**src/rtl/config_regfile.sv**
```systemverilog
// rtl/config_regfile.sv - UART-framed configuration register file with byte-wide readback
module config_regfile #(
    parameter int                         NUM_REGS   = 8,
    parameter int                         REG_W      = 16,
    parameter logic [NUM_REGS*REG_W-1:0]  RESET_VALS = '0,
    parameter int                         TIMEOUT    = 1000
) (
    input  logic                      clk,
    input  logic                      rst_n,
    input  logic [7:0]                rx_data,
    input  logic                      rx_valid,
    output logic [7:0]                tx_data,
    output logic                      tx_valid,
    input  logic                      tx_ready,
    output logic [NUM_REGS*REG_W-1:0] regs,
    output logic [NUM_REGS-1:0]       reg_wr_stb,
    output logic                      busy,
    output logic [7:0]                err_cnt
);

    // Payload bytes per frame and the byte-aligned width that holds them.
    localparam int         NB       = (REG_W + 7) / 8;
    localparam int         AW       = 8 * NB;
    localparam int         TW       = $clog2(TIMEOUT + 1);
    localparam logic [6:0] ERR_ADDR = 7'h7F;

    typedef enum logic [1:0] {
        S_IDLE  = 2'd0,
        S_WDATA = 2'd1,
        S_RDATA = 2'd2
    } state_t;

    state_t            state_q;
    state_t            state_d;
    logic [6:0]        addr_q;
    logic [1:0]        idx_q;
    logic [TW-1:0]     tmo_q;
    logic [AW-1:0]     asm_q;
    logic [AW-1:0]     tx_shift_q;
    logic [REG_W-1:0]  reg_q [NUM_REGS];

    logic              hdr_acc;
    logic              hdr_addr_ok;
    logic              addr_q_ok;
    logic              wr_byte;
    logic              last_byte;
    logic              tmo_hit;
    logic              tx_hs;
    logic              last_tx;
    logic              err_evt;
    logic              err_clr;
    logic [AW-1:0]     asm_next;
    logic [AW-1:0]     rd_val;
    logic [NUM_REGS-1:0] wr_onehot;

    // Frame decode: which events happen this cycle.
    always_comb begin
        hdr_acc     = (state_q == S_IDLE) && rx_valid;
        hdr_addr_ok = ({1'b0, rx_data[6:0]} < 8'(NUM_REGS));
        addr_q_ok   = ({1'b0, addr_q} < 8'(NUM_REGS));
        wr_byte     = (state_q == S_WDATA) && rx_valid;
        last_byte   = wr_byte && (idx_q == 2'(NB - 1));
        tmo_hit     = (state_q == S_WDATA) && !rx_valid && (tmo_q == TW'(TIMEOUT - 1));
        tx_hs       = (state_q == S_RDATA) && tx_ready;
        last_tx     = tx_hs && (idx_q == 2'(NB - 1));
        asm_next    = (asm_q << 8) | AW'(rx_data);
        err_clr     = last_byte && (addr_q == ERR_ADDR);
        err_evt     = (last_byte && !addr_q_ok && (addr_q != ERR_ADDR))
                    || tmo_hit
                    || (hdr_acc && !rx_data[7] && !hdr_addr_ok && (rx_data[6:0] != ERR_ADDR))
                    || ((state_q == S_RDATA) && rx_valid);
    end

    // Readback source selected by the header address; unknown addresses read as zero.
    always_comb begin
        rd_val = '0;
        if (rx_data[6:0] == ERR_ADDR) begin
            rd_val = AW'(err_cnt);
        end else begin
            for (int i = 0; i < NUM_REGS; i++) begin
                if (rx_data[6:0] == 7'(i)) begin
                    rd_val[REG_W-1:0] = reg_q[i];
                end
            end
        end
    end

    // One-hot register write enable on the commit of a frame to a real register.
    always_comb begin
        wr_onehot = '0;
        for (int i = 0; i < NUM_REGS; i++) begin
            wr_onehot[i] = last_byte && (addr_q == 7'(i));
        end
    end

    // FSM state register.
    always_ff @(posedge clk) begin
        if (!rst_n) begin
            state_q <= S_IDLE;
        end else begin
            state_q <= state_d;
        end
    end

    // FSM next-state logic.
    always_comb begin
        state_d = state_q;
        case (state_q)
            S_IDLE: begin
                if (rx_valid) begin
                    state_d = rx_data[7] ? S_WDATA : S_RDATA;
                end
            end
            S_WDATA: begin
                if (last_byte || tmo_hit) begin
                    state_d = S_IDLE;
                end
            end
            S_RDATA: begin
                if (last_tx) begin
                    state_d = S_IDLE;
                end
            end
            default: state_d = S_IDLE;
        endcase
    end

    // Frame datapath: address latch, byte index, payload assembly, timeout and TX shifter.
    always_ff @(posedge clk) begin
        if (!rst_n) begin
            addr_q     <= '0;
            idx_q      <= '0;
            tmo_q      <= '0;
            asm_q      <= '0;
            tx_shift_q <= '0;
        end else begin
            case (state_q)
                S_IDLE: begin
                    if (rx_valid) begin
                        addr_q <= rx_data[6:0];
                        idx_q  <= '0;
                        tmo_q  <= '0;
                        asm_q  <= '0;
                        if (!rx_data[7]) begin
                            tx_shift_q <= rd_val;
                        end
                    end
                end
                S_WDATA: begin
                    if (rx_valid) begin
                        asm_q <= asm_next;
                        tmo_q <= '0;
                        idx_q <= last_byte ? 2'd0 : idx_q + 2'd1;
                    end else if (tmo_hit) begin
                        idx_q <= '0;
                        tmo_q <= '0;
                    end else begin
                        tmo_q <= tmo_q + TW'(1);
                    end
                end
                S_RDATA: begin
                    if (tx_ready) begin
                        tx_shift_q <= tx_shift_q << 8;
                        idx_q      <= last_tx ? 2'd0 : idx_q + 2'd1;
                    end
                end
                default: begin
                    idx_q <= '0;
                    tmo_q <= '0;
                end
            endcase
        end
    end

    // Register storage and the one-cycle write strobe that follows each commit.
    always_ff @(posedge clk) begin
        if (!rst_n) begin
            for (int i = 0; i < NUM_REGS; i++) begin
                reg_q[i] <= RESET_VALS[i*REG_W +: REG_W];
            end
            reg_wr_stb <= '0;
        end else begin
            reg_wr_stb <= wr_onehot;
            for (int i = 0; i < NUM_REGS; i++) begin
                if (wr_onehot[i]) begin
                    reg_q[i] <= asm_next[REG_W-1:0];
                end
            end
        end
    end

    // Saturating protocol error counter; a clear beats any simultaneous error.
    always_ff @(posedge clk) begin
        if (!rst_n) begin
            err_cnt <= '0;
        end else if (err_clr) begin
            err_cnt <= '0;
        end else if (err_evt && (err_cnt != 8'hFF)) begin
            err_cnt <= err_cnt + 8'd1;
        end
    end

    // Flatten storage onto the consumer-facing vector.
    always_comb begin
        regs = '0;
        for (int i = 0; i < NUM_REGS; i++) begin
            regs[i*REG_W +: REG_W] = reg_q[i];
        end
    end

    assign tx_data  = tx_shift_q[AW-1 -: 8];
    assign tx_valid = (state_q == S_RDATA);
    assign busy     = (state_q != S_IDLE);

endmodule

```
**config.mk**
```make
export PLATFORM = sky130hd
export DESIGN_NAME = config_regfile
export DESIGN_NICKNAME = d
export VERILOG_FILES = /design/src/rtl/config_regfile.sv
export SDC_FILE = /design/constraint.sdc
export NUM_CORES = 1
export LEC_CHECK = 0
export ABC_CLOCK_PERIOD_IN_PS = 3100
export BUFFER_PORTS_ARGS = -buffer_cell sky130_fd_sc_hd__buf_2
export CAP_MARGIN = 10
export CELL_PAD_IN_SITES_DETAIL_PLACEMENT = 1
export CELL_PAD_IN_SITES_GLOBAL_PLACEMENT = 1
export CORE_ASPECT_RATIO = 0.6
export CORE_UTILIZATION = 43
export DETAILED_ROUTE_END_ITERATION = 7
export GPL_TIMING_DRIVEN = 0
export PLACE_DENSITY_LB_ADDON = 0.1
export SKIP_LAST_GASP = 1
export SLEW_MARGIN = 20
export SYNTH_ARGS = -nofsm -noshare
export SYNTH_HDL_FRONTEND = slang
export SYNTH_SLANG_ARGS = --single-unit
```
**constraint.sdc**
```tcl
create_clock -name clk -period 3.1 [get_ports clk]
set_input_delay 0.155 -clock clk [delete_from_list [all_inputs] [get_ports clk]]
set_output_delay 0.155 -clock clk [all_outputs]
set_load 0.05 [all_outputs]
```
Word-level counts from Yosys, hierarchy flattened
Memory sizes are Yosys's and may differ from the RTL's.
Cells that the tools add are included.

word-level totals
  logic and storage cells = 164
  bits of input ports = 12
  output and inout bits = 154
  bits in writable memories = 128
  register bits = 61
  memories kept = 1

memory list
  name   words  bits a word  read ports  clocked after memory_dff  write ports  line  RTL
  reg_q  8      16           8           0                         8            40    logic [REG_W-1:0] reg_q [NUM_REGS];

operators by class
  multiplexer cells = 65
  equal/unequal tests = 30
  order comparisons = 2
  bitwise operators = 11
  reductions and logical operators = 44
  $add $sub $neg = 3

operators by type and width
  cell                   count
  $mux 16                20
  $eq 7x3->1 const B     8
  $pmux 16 s2            1
  $mux 10                3
  $pmux 10 s3            1
  $eq 7x2->1 const B     4
  $mux 1                 25
  $logic_and 1x1->1      23
  $mux 2                 10
  $mux 8                 2
  $or 16x8->16           1
  $pmux 8 s2             1
  $eq 7x1->1 const B     2
  $eq 7x7->1 const B     2
  $logic_not 7->1        2
  $lt 7x4->1 const B     2
  $ne 7x7->1 const B     2
  $pmux 2 s3             2
  $add 10x1->10 const B  1
  $eq 10x10->1 const B   1
  $reduce_and 3->1       3
  $add 8x1->8 const B    1
  $ne 8x8->1 const B     1
  $or 1x1->1             8
  other kinds (14)       29

Depth between registers and ports, before layout
Gate-level depths: netlist of run 1.

  depth in word-level cells = 13
  depth in mapped cells = 9
  mapped depth without buffers = 8

Worst setup path before layout of run 1
Ideal clock, no wire load.

  kind = reg2reg
  start = reg addr_q[6]
  end = mem reg_q[7][0] (netlist: reg_q[1][48]) (enable)
  arrival = 2.117 ns
  clock period less this slack = 2.529 ns
  path buffers = 0
  stages on the path, launching flop included = 4
  setup time = 0.411 ns
  slack = 0.571 ns
  data required time = 2.689 ns
  cells stage by stage = dfxtp_1 > nor4_1 > nand2_1 > o21ai_0

RTL lines
  element                 line  RTL
  from (decl)             35    logic [6:0] addr_q;
  from (signal assigned)  140   addr_q <= rx_data[6:0];
  to (decl)               40

==> results of run 1 <==
==> cells in the final DEF, fill, tap and decap left out, types with 8 or more instances in the layout <==
| master | synthesis | routed |
|---|---|---|
| buf_2 | 4 | 168 |
| nor2_1 | 151 | 151 |
| edfxtp_1 | 128 | 128 |
| nand2_1 | 68 | 62 |
| dfxtp_1 | 61 | 61 |
| a21oi_1 | 34 | 34 |
| clkbuf_1 | 33 | 31 |
| o21ai_0 | 31 | 30 |
| nand3_1 | 26 | 26 |
| inv_1 | 24 | 24 |
| mux2i_1 | 18 | 18 |
| clkbuf_16 | 0 | 17 |
| a221oi_1 | 13 | 13 |
| nand4_1 | 11 | 11 |
| mux4_2 | 10 | 10 |
| o21ai_1 | 10 | 10 |
| mux2_2 | 9 | 9 |
| nand2b_1 | 8 | 8 |
| xor2_1 | 8 | 8 |
| o22ai_1 | 8 | 8 |
| buf_4 | 8 | 8 |
==> power breakdown <==
| group | internal, mW | switching (mW) | total (mW) | leakage, nW |
|---|---|---|---|---|
| Sequential | 2.78 | 0.0722 | 2.85 | 1.80 |
| Clock | 1.08 | 1.08 | 2.16 | 0.268 |
| Combinational | 0.192 | 0.656 | 0.848 | 1.94 |
| Total | 4.05 | 1.81 | 5.86 | 4.02 |
==> worst reg2reg max path: cells and delay by family, from the launching register on <==
kind / cells / cell delay, ns
buffers and inverters: 2 / 0.68
AND/OR/NAND/NOR: 4 / 1.20
adder cells (fa/ha/maj): 1 / 0.24
flip-flops: 1 / 0.38
==> area by class of cell <==
class / count / area, um^2
fill: 2057 / 8407
sequential: 189 / 5065
multi-input combinational: 491 / 2942
timing repair buffer: 166 / 845.8
clock buffer: 18 / 439.2
tap: 240 / 300.3
buffer: 51 / 236.5
clock inverter: 14 / 122.6
inverter: 24 / 90.09
==> routing by layer <==
layer / GRT usage (%) / vias to the layer above / wire, um
met3: 9.672 / 28 / 3181
met4: 7.143 / 0 / 352
met5: 0 / - / 0
li1: - / 3084 / -
met1: 43.46 / 3715 / 13450
met2: 48.60 / 369 / 13680
==> repair_timing <==
action                     4_1_cts  5_1_grt
hold buffers                     1        0
resized for setup                7        6
pin swaps                        0        1
hold endpoints to repair         1        0
setup endpoints to repair       96       64
==> per-stage QoR <==
step,power (mW),area [um^2]
4_1_cts,5.847,10030
5_1_grt,5.987,10040
6_report,5.860,10040
3_3_place_gp,3.711,9412
2_1_floorplan,3.467,8290
3_5_place_dp,3.737,9435
==> registers in the layout (all words and copies together) (netlist names) <==
name,flops
addr_q,7
asm_q,8
err_cnt,8
idx_q,2
reg_q,128
reg_wr_stb,8
state_q,2
tmo_q,10
tx_shift_q,16
==> synth_stat cells (9+ instances only) <==
cell	n	area share [%]
nand4_1	11	0.83
a21oi_1	34	2.1
nand2_1	68	3.1
clkbuf_1	33	1.5
mux4_2	10	2.7
mux2i_1	18	2.2
nor2_1	151	6.8
mux2_2	9	1.2
edfxtp_1	128	46
a221oi_1	13	1.4
dfxtp_1	61	15
o21ai_0	31	1.9
nand3_1	26	1.6
inv_1	24	1.1
o21ai_1	10	0.60
==> kinds of logic (layout without fill, tap and decap cells) <==
| group | after synthesis | in the layout | share of synthesized area [%] |
|---|---|---|---|
| AO/OA/AOI/OAI | 135 | 135 | 10.64 |
| XOR/XNOR | 11 | 11 | 1.162 |
| adder cells (fa/ha/maj) | 6 | 6 | 0.9055 |
| buffers and inverters | 75 | 273 | 3.909 |
| flip-flops | 189 | 189 | 61.09 |
| multiplexers | 37 | 37 | 6.112 |
| AND/OR/NAND/NOR | 302 | 302 | 16.18 |
==> worst paths after layout <==
check | start | to | slack (ns) | depth (start not counted)
worst min register to register | addr_q[5] | addr_q[5] | 0.49 | 2
worst max-delay path | state_q[1] | reg_q[0][5] | 0.19 | 7
worst min-delay path | rx_data[5] | addr_q[5] | 0.005 | 3
worst max register to register | state_q[1] | reg_q[0][5] | 0.19 | 7
==> results.py, run 1 <==
metrics = {
    "logic_synthesis": {
        "synthesis.nets": 773,
        "synth_seq_cells": 189,
        "synth_area_um2": 8290,
        "synth_edf_count": 128,
        "yosys_warnings": 0,
        "ys_types": 53,
        "synth_ff_type": "edfxtp_1",
        "avgSynthCellArea_um2": 10.98,
        "synth_seq_area_share_pct": 61.09,
        "syn-instance-count": 755,
        "synthArstFlopShare_pct": 0,
    },
    "die": {
        "dieWidth_um": 181.3,
        "io_pins": 166,
        "start_util_pct": 44.94,
        "fp.dieH_um": 109.6,
        "die_area_um2": 19860,
        "coreArea_um2": 18450,
        "num_rows": 38,
    },
    "global_route": {
        "grt_max_degree": 19,
        "grt_usage_pct": 31.43,
        "antenna_found_initial": 0,
        "grt_pass1_vias": 7180,
        "overflow": 0,
        "grt_pass1_wl_um": 44780,
    },
    "setup_path": {
        "critPathMaxStageDelay_ns": 0.59,
        "arrival_ns": 2.95,
        "cp_top_family": "simple AND/OR/NAND/NOR gates",
        "cp.required_ns": 3.15,
        "cp-end-kind": "flip-flop",
        "cp-start-kind": "flip-flop",
        "cp_max_fo": 16,
        "crit_type": "reg -> reg",
        "worstPathBufferInverterCount": 2,
        "cpMaxStageDelayCell": "clkbuf_1",
        "path_cells": "inv_1, ha_1, nand3_1, nor3_1, nand2_1, clkbuf_1, nand2_2",
    },
    "sta": {
        "finalCritPeriodShare_pct": 93.76,
        "grt_setup_unrepaired": "false",
        "tns_ns": 0,
        "hold_viol": 0,
        "clock.fmax_ghz": 0.3441,
        "period_minus_slack_ns": 2.906,
        "skew_ns": 0.009302,
        "tightest_slew_ns": 1.027,
        "fin_ws_ns": 0.1936,
        "slew_headroom_pct": 31.27,
        "setup_viol": 0,
        "maxSlewViolCount": 0,
        "whs_ns": 0.004867,
    },
    "pwr": {
        "peakVddDrop_v": 0.0003696,
        "p_leak_nw": 4.017,
        "powerDensity_nw_per_um2": 583.6,
    },
    "clocking": {
        "clockBufferDepth": 2,
        "path_clk_slew_ns": 0.08,
        "ctsHtreeMaxLevel": 4,
        "cts_tree": "built",
        "post-cts-setup-buffers": 0,
        "clkSinkCount": 189,
        "cts_root_buf": "clkbuf_16",
        "clk_latency_ns": 0.45,
        "cts-buffers-inserted": 17,
    },
    "place": {
        "dp.cells": 1160,
        "io_buffers": 164,
        "place_ws_ns": -0.2900,
        "dp_hpwl_um": 22960,
        "gp_congestion": 0.8976,
    },
    "routing": {
        "routedWlPerCell_um": 25.71,
        "initialDrtViolationCount": 779,
        "firstDrtPassIters": 5,
        "routed_via_density": 6.032,
        "ant_nets": 0,
        "drc": 0,
        "wl_um": 30670,
        "via_count": 7196,
    },
    "status": {
        "outcome": "finished clean",
    },
    "cells_and_area": {
        "area_growth_pct": 21.11,
        "final_cells": 1193,
        "insertedDiodeCount": 0,
        "utilization_pct": 54.43,
        "drive_gt1_share_pct": 26.23,
        "final_nets": 958,
    },
    "run": {
        "maxCapViolations": 0,
    },
    "hold_path": {
        "hold_class": "in -> reg",
    },
}
Note: power is estimated with default switching activity, not from simulation.
==> inputs of run 2 (changes only) <==
--- a/config.mk
+++ b/config.mk
@@ -11,7 +11,7 @@
 export CELL_PAD_IN_SITES_DETAIL_PLACEMENT = 1
 export CELL_PAD_IN_SITES_GLOBAL_PLACEMENT = 1
 export CORE_ASPECT_RATIO = 0.6
-export CORE_UTILIZATION = 43
+export CORE_UTILIZATION = 38
 export DETAILED_ROUTE_END_ITERATION = 7
 export GPL_TIMING_DRIVEN = 0
 export PLACE_DENSITY_LB_ADDON = 0.1
==> results.py, run 2 (synthesis gave the netlist of run 1 again) <==
metrics = {
    "status": {
        "outcome": "complete, but fails checks",
        "violations": "design-rule violations",
    },
    "pwr": {
        "switchingPower_mw": 1.713,
        "power_frac_clock_pct": 36.6,
        "power_mw": 5.836,
        "powerDensity_nw_per_um2": 580.4,
        "pwr-share-comb_pct": 14.4,
        "peakVddDrop_v": 0.0003688,
        "swShare_pct": 29.35,
        "p_leak_nw": 4.021,
        "pwr-share-seq_pct": 48.9,
        "p_int_mw": 4.123,
    },
    "place": {
        "dp.cells": 1199,
        "io_buffers": 164,
        "gp_congestion": 0.9005,
        "dp_hpwl_um": 23190,
    },
    "cells_and_area": {
        "insertedDiodeCount": 0,
        "final_common_cell": "buf_2",
        "regMostFlops": "reg_q",
        "utilization_pct": 47.46,
        "largest_registers": "reg_q x128, tx_shift_q x16, tmo_q x10",
        "final_cell_mix": "168 x buf_2, 151 x nor2_1, 128 x edfxtp_1, 62 x nand2_1, 61 x dfxtp_1",
        "drive_gt1_share_pct": 25.95,
        "final_nets": 957,
        "largest_reg_flops": 128,
        "final_cells": 1231,
        "area_growth_pct": 21.28,
    },
    "setup_path": {
        "arrival_ns": 2.96,
        "cp-start-kind": "flip-flop",
        "cpMaxStageDelayCell": "clkbuf_1",
        "cp.required_ns": 3.13,
        "crit_type": "reg -> reg",
        "path_cells": "inv_1, ha_1, and3_1, nand2_1, nor2_1, nand2_1, clkbuf_1, nand2_2",
        "cp_max_fo": 16,
        "cp-end-kind": "flip-flop",
        "cp_top_family": "simple AND/OR/NAND/NOR gates",
        "reg2reg_depth": 8,
        "crit_cells": 8,
        "path_common_cell": "nand2_1",
        "critPathMaxStageDelay_ns": 0.57,
        "worstPathBufferInverterCount": 2,
    },
    "routing": {
        "routedWlPerCell_um": 25.18,
        "initialDrtViolationCount": 783,
        "via_count": 6994,
        "drc": 21,
        "ant_nets": 0,
        "routed_via_density": 5.682,
        "firstDrtPassIters": 8,
        "wl_um": 30990,
    },
    "clocking": {
        "cts_root_buf": "clkbuf_16",
        "path_clk_slew_ns": 0.07,
        "ctsHtreeMaxLevel": 4,
        "clockBufferDepth": 2,
        "clkSinkCount": 189,
        "clk_latency_ns": 0.44,
        "post-cts-setup-buffers": 0,
        "cts_tree": "built",
        "cts-buffers-inserted": 17,
    },
    "die": {
        "start_util_pct": 39.13,
        "num_rows": 41,
        "coreArea_um2": 21190,
        "fp.dieH_um": 116.4,
        "dieWidth_um": 192.7,
        "die_area_um2": 22430,
        "io_pins": 166,
    },
    "sta": {
        "finalCritPeriodShare_pct": 94.53,
        "grt_setup_unrepaired": "true",
        "whs_ns": 0.02636,
        "maxSlewViolCount": 0,
        "clock.fmax_ghz": 0.3412,
        "tightest_slew_ns": 1.010,
        "hold_viol": 0,
        "setup_viol": 0,
        "slew_headroom_pct": 32.09,
        "skew_ns": 0.01011,
        "period_minus_slack_ns": 2.931,
        "tns_ns": 0,
    },
    "hold_path": {
        "hold_depth": 3,
        "hold_class": "in -> reg",
    },
    "global_route": {
        "grt_max_degree": 17,
        "grt_pass1_vias": 6589,
        "grt_pass1_wl_um": 44840,
        "grt_usage_pct": 28.49,
        "overflow": 0,
        "antenna_found_initial": 0,
    },
    "run": {
        "maxCapViolations": 0,
    },
}
run 2: cell types whose count changed in the layout (fill, tap and decap cells not counted), moves of 2 or more:
cell and change:
clkbuf_1 +3, clkbuf_2 +2, clkinv_2 +6, clkinvlp_2 -2, clkinvlp_4 -2, inv_6 -5, inv_8 -4
run 2: path summary, 6_finish.rpt:
kind	from	slack (ns)	to
max reg2reg	state_q[1]	0.17	reg_q[0][36]
min	rx_data[4]	0.03	addr_q[4]
max	state_q[1]	0.17	reg_q[0][36]
min reg2reg	addr_q[5]	0.49	addr_q[5]
run 2: per-stage QoR:
step,worst slack [ns],instance area (um^2)
global placement,-0.7826,9460
detailed placement,-0.3999,9480
floorplan,0.5714,8290
finish,0.1694,10050
CTS,0.02144,10040
global route,-0.007424,10050
run 2: power groups by stage:
| stage | clock network, mW | logic [mW] | registers (mW) |
|---|---|---|---|
| 5_1_grt | 2.23 | 0.884 | 2.87 |
| 2_1_floorplan | 0 | 0.328 | 3.14 |
| 3_5_place_dp | 0 | 0.828 | 2.91 |
| 4_1_cts | 2.14 | 0.834 | 2.86 |
| 3_3_place_gp | 0 | 0.817 | 2.91 |
| 6_report | 2.14 | 0.842 | 2.86 |
run 2: repair_timing:
| action | in CTS | in global routing |
|---|---|---|
| hold buffers | 0 | 0 |
| gates resized for setup | 7 | 6 |
| endpoints found under the setup margin | 96 | 64 |
| gates cloned | 0 | 0 |
run 2: final cells by class:
| cell class | count | area [um^2] |
|---|---|---|
| well taps | 279 | 349.1 |
| inverters | 24 | 90.09 |
| clock buffers | 24 | 474.2 |
| multi-input cells | 491 | 2942 |
| clock inverters | 8 | 66.31 |
| fillers | 2397 | 11130 |
| plain buffers | 51 | 236.5 |
| repair buffers | 165 | 832.0 |
| flip-flops and latches | 189 | 5065 |
run 2: routing by layer:
metal / vias up / part of all wire [%] / global-route usage [%] / routed length [um]
li1: 3089 / - / - / -
met1: 3552 / 48 / 44.99 / 15000
met2: 324 / 41 / 39.78 / 12850
met3: 29 / 9.1 / 5.288 / 2808
met4: 0 / 1.1 / 6.404 / 328
met5: - / 0 / 0 / 0
run 2: tightest hold or removal path: stages:
cell and delay (ns):
buf_2 0.14, nand2_1 0.07, a21oi_1 0.06
